### src/rtl/mips_pkg.sv
// Shared encodings for the multicycle MIPS controller: FSM states,
// instruction opcode/funct fields and ALU operation codes.
package mips_pkg;

    typedef enum logic [3:0] {
        S_FETCH    = 4'd0,
        S_DECODE   = 4'd1,
        S_MEMADR   = 4'd2,
        S_MEMREAD  = 4'd3,
        S_MEMWB    = 4'd4,
        S_MEMWRITE = 4'd5,
        S_EXEC     = 4'd6,
        S_ALUWB    = 4'd7,
        S_BRANCH   = 4'd8,
        S_ADDIEX   = 4'd9,
        S_ADDIWB   = 4'd10,
        S_JUMP     = 4'd11
    } state_t;

    localparam logic [5:0] OP_RTYPE = 6'b000000;
    localparam logic [5:0] OP_LW    = 6'b100011;
    localparam logic [5:0] OP_SW    = 6'b101011;
    localparam logic [5:0] OP_BEQ   = 6'b000100;
    localparam logic [5:0] OP_ADDI  = 6'b001000;
    localparam logic [5:0] OP_J     = 6'b000010;

    localparam logic [5:0] FN_ADD = 6'b100000;
    localparam logic [5:0] FN_SUB = 6'b100010;
    localparam logic [5:0] FN_AND = 6'b100100;
    localparam logic [5:0] FN_OR  = 6'b100101;
    localparam logic [5:0] FN_SLT = 6'b101010;

    localparam logic [2:0] ALU_ADD = 3'b010;
    localparam logic [2:0] ALU_SUB = 3'b110;
    localparam logic [2:0] ALU_AND = 3'b000;
    localparam logic [2:0] ALU_OR  = 3'b001;
    localparam logic [2:0] ALU_SLT = 3'b111;

endpackage

### src/rtl/alu_decoder.sv
// Combinational R-type funct to ALU operation mapping; unknown funct
// codes fall back to add.
module alu_decoder
    import mips_pkg::*;
(
    input  logic [5:0] funct,
    output logic [2:0] alu_op
);

    always_comb begin
        alu_op = ALU_ADD;
        case (funct)
            FN_ADD:  alu_op = ALU_ADD;
            FN_SUB:  alu_op = ALU_SUB;
            FN_AND:  alu_op = ALU_AND;
            FN_OR:   alu_op = ALU_OR;
            FN_SLT:  alu_op = ALU_SLT;
            default: alu_op = ALU_ADD;
        endcase
    end

endmodule

### src/rtl/multicycle_control.sv
// Moore control FSM for a multicycle MIPS datapath with memory wait states.
// state      | meaning
// FETCH      | read instruction at PC, PC += 4 when memory completes
// DECODE     | branch target computed speculatively, dispatch on opcode
// MEMADR     | effective address = A + sign-extended immediate
// MEMREAD    | load access, held until mem_ready
// MEMWB      | load data written to rt
// MEMWRITE   | store access, held until mem_ready
// EXEC       | R-type ALU operation
// ALUWB      | R-type result written to rd
// BRANCH     | beq compare, PC loads target on zero
// ADDIEX     | A + sign-extended immediate
// ADDIWB     | addi result written to rt
// JUMP       | PC loads jump target
module multicycle_control
    import mips_pkg::*;
(
    input  logic       clk,
    input  logic       rst,
    input  logic [5:0] opcode,
    input  logic [5:0] funct,
    input  logic       zero,
    input  logic       mem_ready,
    output logic       pc_en,
    output logic       iord,
    output logic       mem_write,
    output logic       ir_write,
    output logic       reg_write,
    output logic       reg_dst,
    output logic       mem_to_reg,
    output logic       alu_src_a,
    output logic [1:0] alu_src_b,
    output logic [1:0] pc_src,
    output logic [2:0] alu_op,
    output logic       retire,
    output logic [3:0] state
);

    state_t     state_q, state_d;
    logic [2:0] funct_alu_op;
    logic       pc_write, branch;
    logic       mem_write_c, ir_write_c, reg_write_c, retire_c;

    alu_decoder u_alu_decoder (
        .funct  (funct),
        .alu_op (funct_alu_op)
    );

    always_ff @(posedge clk or posedge rst) begin
        if (rst) state_q <= S_FETCH;
        else     state_q <= state_d;
    end

    always_comb begin
        state_d     = state_q;
        pc_write    = 1'b0;
        branch      = 1'b0;
        iord        = 1'b0;
        mem_write_c = 1'b0;
        ir_write_c  = 1'b0;
        reg_write_c = 1'b0;
        reg_dst     = 1'b0;
        mem_to_reg  = 1'b0;
        alu_src_a   = 1'b0;
        alu_src_b   = 2'b00;
        pc_src      = 2'b00;
        alu_op      = ALU_ADD;
        retire_c    = 1'b0;
        case (state_q)
            S_FETCH: begin
                alu_src_b  = 2'b01;
                ir_write_c = mem_ready;
                pc_write   = mem_ready;
                if (mem_ready) state_d = S_DECODE;
            end
            S_DECODE: begin
                alu_src_b = 2'b11;
                case (opcode)
                    OP_LW, OP_SW: state_d = S_MEMADR;
                    OP_RTYPE:     state_d = S_EXEC;
                    OP_BEQ:       state_d = S_BRANCH;
                    OP_ADDI:      state_d = S_ADDIEX;
                    OP_J:         state_d = S_JUMP;
                    default: begin
                        // unknown opcodes retire here as a nop
                        retire_c = 1'b1;
                        state_d  = S_FETCH;
                    end
                endcase
            end
            S_MEMADR: begin
                alu_src_a = 1'b1;
                alu_src_b = 2'b10;
                state_d   = (opcode == OP_SW) ? S_MEMWRITE : S_MEMREAD;
            end
            S_MEMREAD: begin
                iord = 1'b1;
                if (mem_ready) state_d = S_MEMWB;
            end
            S_MEMWB: begin
                reg_write_c = 1'b1;
                mem_to_reg  = 1'b1;
                retire_c    = 1'b1;
                state_d     = S_FETCH;
            end
            S_MEMWRITE: begin
                // write strobe held for the whole access, including completion
                iord        = 1'b1;
                mem_write_c = 1'b1;
                retire_c    = mem_ready;
                if (mem_ready) state_d = S_FETCH;
            end
            S_EXEC: begin
                alu_src_a = 1'b1;
                alu_op    = funct_alu_op;
                state_d   = S_ALUWB;
            end
            S_ALUWB: begin
                reg_write_c = 1'b1;
                reg_dst     = 1'b1;
                retire_c    = 1'b1;
                state_d     = S_FETCH;
            end
            S_BRANCH: begin
                alu_src_a = 1'b1;
                alu_op    = ALU_SUB;
                pc_src    = 2'b01;
                branch    = 1'b1;
                retire_c  = 1'b1;
                state_d   = S_FETCH;
            end
            S_ADDIEX: begin
                alu_src_a = 1'b1;
                alu_src_b = 2'b10;
                state_d   = S_ADDIWB;
            end
            S_ADDIWB: begin
                reg_write_c = 1'b1;
                retire_c    = 1'b1;
                state_d     = S_FETCH;
            end
            S_JUMP: begin
                pc_src   = 2'b10;
                pc_write = 1'b1;
                retire_c = 1'b1;
                state_d  = S_FETCH;
            end
            default: state_d = S_FETCH;
        endcase
    end

    // strobes are forced low while reset is held, whatever the state
    assign pc_en     = (pc_write | (branch & zero)) & ~rst;
    assign mem_write = mem_write_c & ~rst;
    assign ir_write  = ir_write_c & ~rst;
    assign reg_write = reg_write_c & ~rst;
    assign retire    = retire_c & ~rst;
    assign state     = state_q;

endmodule

### config.mk
export PLATFORM = sky130hd
export DESIGN_NAME = multicycle_control
export DESIGN_NICKNAME = d
export VERILOG_FILES = /design/src/rtl/mips_pkg.sv /design/src/rtl/alu_decoder.sv /design/src/rtl/multicycle_control.sv
export SDC_FILE = /design/constraint.sdc
export NUM_CORES = 1
export LEC_CHECK = 0
export CAP_MARGIN = 20
export CORE_MARGIN = 5
export CORE_UTILIZATION = 35
export DETAILED_ROUTE_END_ITERATION = 12
export GPL_TIMING_DRIVEN = 0
export PLACE_DENSITY = 0.77
export SYNTH_ARGS = -nofsm -noshare
export SYNTH_HDL_FRONTEND = slang
export SYNTH_SLANG_ARGS = --single-unit
### constraint.sdc
create_clock -name clk -period 1.6 [get_ports clk]
set_clock_uncertainty 0.05 [all_clocks]
set_input_delay 0.24 -clock clk [delete_from_list [all_inputs] [get_ports clk]]
set_output_delay 0.24 -clock clk [all_outputs]
set_load 0.02 [all_outputs]
Word level (Yosys, flattened, before mapping)
Cells that the tools add are included.
Storage, ports and cells
  memory bits (read-only): 0
  RAM bits: 0
  logic and storage cells: 63
  memories: 0
  latch bits: 0
  flip-flop bits (word level): 4
Operators by class
  bitwise operators: 8
  magnitude comparators: 0
  multiply operators: 0
  equal/unequal tests: 23
  shift-type cells: 0
  reductions and logical operators: 10
  div/mod/pow operators: 0
  $add $sub $neg: 0
  multiplexer cells: 21
Operator list (number)
  equality test 6 bit, second input constant: 6
  one-hot mux 4 bit (7 select lines): 1
  one-hot mux 4 bit (5 select lines): 1
  equality test 4 x 3 -> 1 bit, second input constant: 4
  equality test 4 bit, second input constant: 4
  2-to-1 mux 4 bit: 3
  one-hot mux 3 bit (4 select lines): 1
  2-to-1 mux 1 bit: 9
  equality test 4 x 2 -> 1 bit, second input constant: 2
  AND 1 bit: 6
  equality test 6 x 2 -> 1 bit, second input constant: 1
  equality test 6 x 3 -> 1 bit, second input constant: 1
  equality test 6 x 4 -> 1 bit, second input constant: 1
  zero test 6 bit: 1
  != test 2 bit, second input constant: 3
  one-hot mux 2 bit (3 select lines): 1
  one-hot mux 3 bit (2 select lines): 1
  OR reduction 2 bit: 3
  OR reduction 6 bit: 1
  OR reduction 5 bit: 1
  equality test 4 x 1 -> 1 bit, second input constant: 1
  zero test 4 bit: 1
  one-hot mux 2 bit (2 select lines): 1
  OR reduction 4 bit: 1
  7 further kinds: 7

Logic depth before layout (Yosys ltp)
  word-level depth: 5
  depth in mapped cells: 5

By module
Synthesis repeated with hierarchy kept, for this count alone.
Unflattened totals
  cell total of the unflattened synthesis: 91
  area total of the unflattened synthesis: 635.6 um^2
Modules (own cells, without submodules)
  multicycle_control: sequential area each 100.1 um^2, instances 1, area an instance 575.6 um^2, cells each 84
  alu_decoder: sequential area each 0.0 um^2, instances 1, area an instance 60.1 um^2, cells each 7

Least setup slack after synthesis
Ideal clock, no wire load.
  path type: reg-to-output
  from: reg state_q[2] (netlist: state[2])
  to: out alu_op[2]
  arrival: 1.684 ns
  setup slack: -0.374 ns
  data required time: 1.310 ns
  cell stages (with the launch flop): 5
  cell sequence: dfrtp_1 buf_2 clkbuf_1 nor3_1 o21bai_1
Between the ends
  cells in the longest elaborated chain, start to end: 2
Ends and longest elaborated chain
  start, declared: line multicycle_control.sv:39  | state_t state_q, state_d;
  start signal, assigned: line multicycle_control.sv:51  | else state_q <= state_d;
  equality test 4 bit / equality test 4 x 3 -> 1 bit (equally long branches): line multicycle_control.sv:69  | case (state_q)
  one-hot mux 3 bit (2 select lines) (*): line multicycle_control.sv:69
  end, declared: line multicycle_control.sv:34  | output logic [2:0] alu_op,
Every way passes the cells marked *; elsewhere a longest branch is shown, timed or not.

Worst setup path in the final report
  from: reg state_q[1] (netlist: state[1])
  to: out retire
Between the ends
  cells in the longest elaborated chain, start to end: 4
Ends and longest elaborated chain
  equality test 4 bit / equality test 4 x 3 -> 1 bit (equally long branches): line multicycle_control.sv:69
  OR reduction 5 bit (no line)
  one-hot mux 1 bit (3 select lines) (*): line multicycle_control.sv:69
  AND 1 bit (*): line multicycle_control.sv:157  | assign retire = retire_c & ~rst;
  end, declared: line multicycle_control.sv:35  | output logic retire,
Marked as above.

==> metrics <==
status=complete, but fails checks; violations in the final reports=negative setup slack; power density of the placed cells=1430 nW/um^2; worst slew margin relative to its limit=70.8%; pin count of the biggest net entering global routing=11; fraction of synthesized cell area taken by the top area cell type=17.6%; worst setup path startpoint=state[1]$_DFFE_PP0P_; Die Ht=50.3 um; latest clock arrival within the worst-skew pair=0.25 ns; transition time at the pin with the least slew margin=0.439 ns; Die Span X=50.3 um; arrival time reported for the critical path endpoint=1.63 ns; flop and latch count out of synthesis=4; number of buffers and inverters on the critical path=2; routed wire length per instance=20.1 um; Required @ worst endpoint=1.31 ns; largest voltage drop on the vdd net=1220 uV; 1st-iter DRT viols=25; aggregate negative setup slack=-2.69 ns; number of antenna violations at the first check in global routing=0; depth of the CTS H-tree=1; clock tree from TritonCTS=built; final-stage net count=153; detailed-route via count=940; Max Cap Viol=0; Tightest Hold Check Type=in -> async; DP Wirelength=1660 um; final worst-path setup slack=-0.324 ns; row cnt=14; Critical-path top delay cell=sky130_fd_sc_hd__dfrtp_2; area of all placed cells without fillers=1410 sq um; area added between synthesis and finish=147%; post-detailed-routing wire length=3060 um; origin of the critical flop-to-flop path=state[2]$_DFFE_PP0P_; via count of the first global-routing pass=834; CTS Hold Buffers Added=0; via density per instance=6.18; cell at the root of the clock tree=sky130_fd_sc_hd__clkbuf_4; top cell family by delay on the critical path=compound AO/OA/AOI/OAI gates; routability congestion estimate=0.777; async set-reset flop share out of synthesis=100%; stage delay of the slowest cell on the critical path=0.40 ns; kind of launch point of the worst setup path=flip-flop; Mean Syn Cell Area=7.03 sq um; Largest register FFs=4; overflow left after global routing=0; Clock Sinks=4; chain of cells forming the critical path=buf_6 -> nor2b_4 -> o21a_1 -> a2111oi_4 -> a31o_1 -> buf_6; Clock transition at path regs=0.05 ns; final setup vio count=13; Detailed Routing Iterations Pass 1=4; total global routing track utilization=19.7%; Final min period=1.92 ns; static leakage power=0.582 nW; capturing element type of the critical path=output pin; top area cells in the synthesized netlist=sky130_fd_sc_hd__dfrtp_1, sky130_fd_sc_hd__nor3_1, sky130_fd_sc_hd__nor4_1; IO Port Bufs=35; starting utilization of the core area=37.4%; final-layout worst hold slack=0.180 ns; cell type with the highest occurrence count on the critical path=sky130_fd_sc_hd__buf_6; residual antenna-violating net count after detailed routing=0; final period utilization=120%; number of distinct library cells after synthesis=39; standard cell area after detailed placement=1050 sq um; number of max-slew violations in the final report=0; total clock buffers created by CTS=3; fmax=520 MHz; maximum buffer depth of the clock tree=2; top cells by instance count after synthesis=sky130_fd_sc_hd__nor2_1, sky130_fd_sc_hd__nor3_1, sky130_fd_sc_hd__nor4_1; Die Area=2530 sq um; crit path max fanout=7; number of enable flip-flop cells after synthesis=0; wire length of the first global-routing pass=3970 um; Final Hold Viols=0; Crit Path Class=reg -> out; diode insertion count for antenna repair=0; most instantiated flip-flop cell in the synthesis netlist=sky130_fd_sc_hd__dfrtp_1; Worst R2R Setup Slack=0.01 ns; syn_nets=97; number of placed I/O pins=36; number of instances in the synthesized netlist=81; Design Power=0.00201 W; most area-hungry cell type in the Yosys netlist=sky130_fd_sc_hd__dfrtp_1; setup repair after global routing missed its margin=true; register area share after synthesis=17.6%; Core Footprint=1520 sq um; Remaining DRCs=0; Yosys warning total=0; post-synthesis instance area=569 sq um; layout cell share with drive strength beyond 1=52.9%
cells in the final DEF, fill, tap and decap left out, types with 3 or more instances in the layout:
cell                              instances
sky130_fd_sc_hd__and3_1                   4
sky130_fd_sc_hd__buf_4                   16
sky130_fd_sc_hd__buf_6                   14
sky130_fd_sc_hd__buf_8                    4
sky130_fd_sc_hd__clkbuf_4                 3
sky130_fd_sc_hd__clkdlybuf4s50_1         13
sky130_fd_sc_hd__dfrtp_2                  3
sky130_fd_sc_hd__dlygate4sd2_1            3
sky130_fd_sc_hd__dlymetal6s2s_1           3
sky130_fd_sc_hd__nand2b_4                 3
sky130_fd_sc_hd__nor2_1                   4
sky130_fd_sc_hd__nor2_4                   3
sky130_fd_sc_hd__nor3_1                   3
sky130_fd_sc_hd__nor3_2                   3
sky130_fd_sc_hd__o21a_1                   3
sky130_fd_sc_hd__xor2_1                   3
logic make-up after synthesis:
kind of cell,after synthesis,synth area share (%)
AOI/OAI and AO/OA,22,27.7
xor gates and xnor gates,3,4.62
buffers and inverters,11,9.01
DFF,4,17.6
muxes,1,1.76
and+or+nand+nor,40,39.3
cell type report:
class | count | area [sq um]
timing repair buffer | 51 | 505
multi-input combinational | 66 | 624
sequential | 4 | 104
inverter | 4 | 27.5
buffer | 7 | 98.8
clock buffer | 4 | 26.3
tap | 16 | 20.0
fill | 58 | 118
what timing repair did:
item                                    CTS  global route
gates cloned                              0             0
endpoints found under the setup margin   17            16
gates resized for setup                 111            29
setup buffers                             6            10
pin swaps                                 6            11
where the power goes:
group | total (W) | internal, W | leakage [nW] | switching (W)
registers | 0.000200 | 0.000142 | 0.0485 | 0.0000580
clock network | 0.000145 | 0.0000941 | 0.0150 | 0.0000510
logic | 0.00167 | 0.000822 | 0.518 | 0.000845
metrics by stage:
step | cells | setup WS, ns | utilization [%]
2_1_floorplan | 81 | -0.0827 | -
3_3_place_gp | 132 | -0.764 | 68.6
3_5_place_dp | 132 | -0.812 | 68.6
4_1_cts | 142 | -0.301 | 78.8
5_1_grt | 152 | -0.401 | 92.3
6_report | 152 | -0.324 | 92.3
layer usage:
| layer | vias up | GRT usage [%] | wire [um] |
|---|---|---|---|
| li1 | 423 | - | - |
| met1 | 459 | 23.3 | 1240 |
| met2 | 48 | 33.7 | 1530 |
| met3 | 10 | 5.92 | 213 |
| met4 | 0 | 6.38 | 73 |
| met5 | - | 0 | 0 |
path summary, 6_finish.rpt:
path | end | depth (start not counted)
max | retire | 6
min | state[2]$_DFFE_PP0P_ | 2
max reg2reg | state[0]$_DFFE_PP0P_ | 7
min reg2reg | state[1]$_DFFE_PP0P_ | 3
max in group asynchronous | state[0]$_DFFE_PP0P_ | 2
min in group clk | state[1]$_DFFE_PP0P_ | 3
No activity file was read; power rests on OpenSTA's default activity.
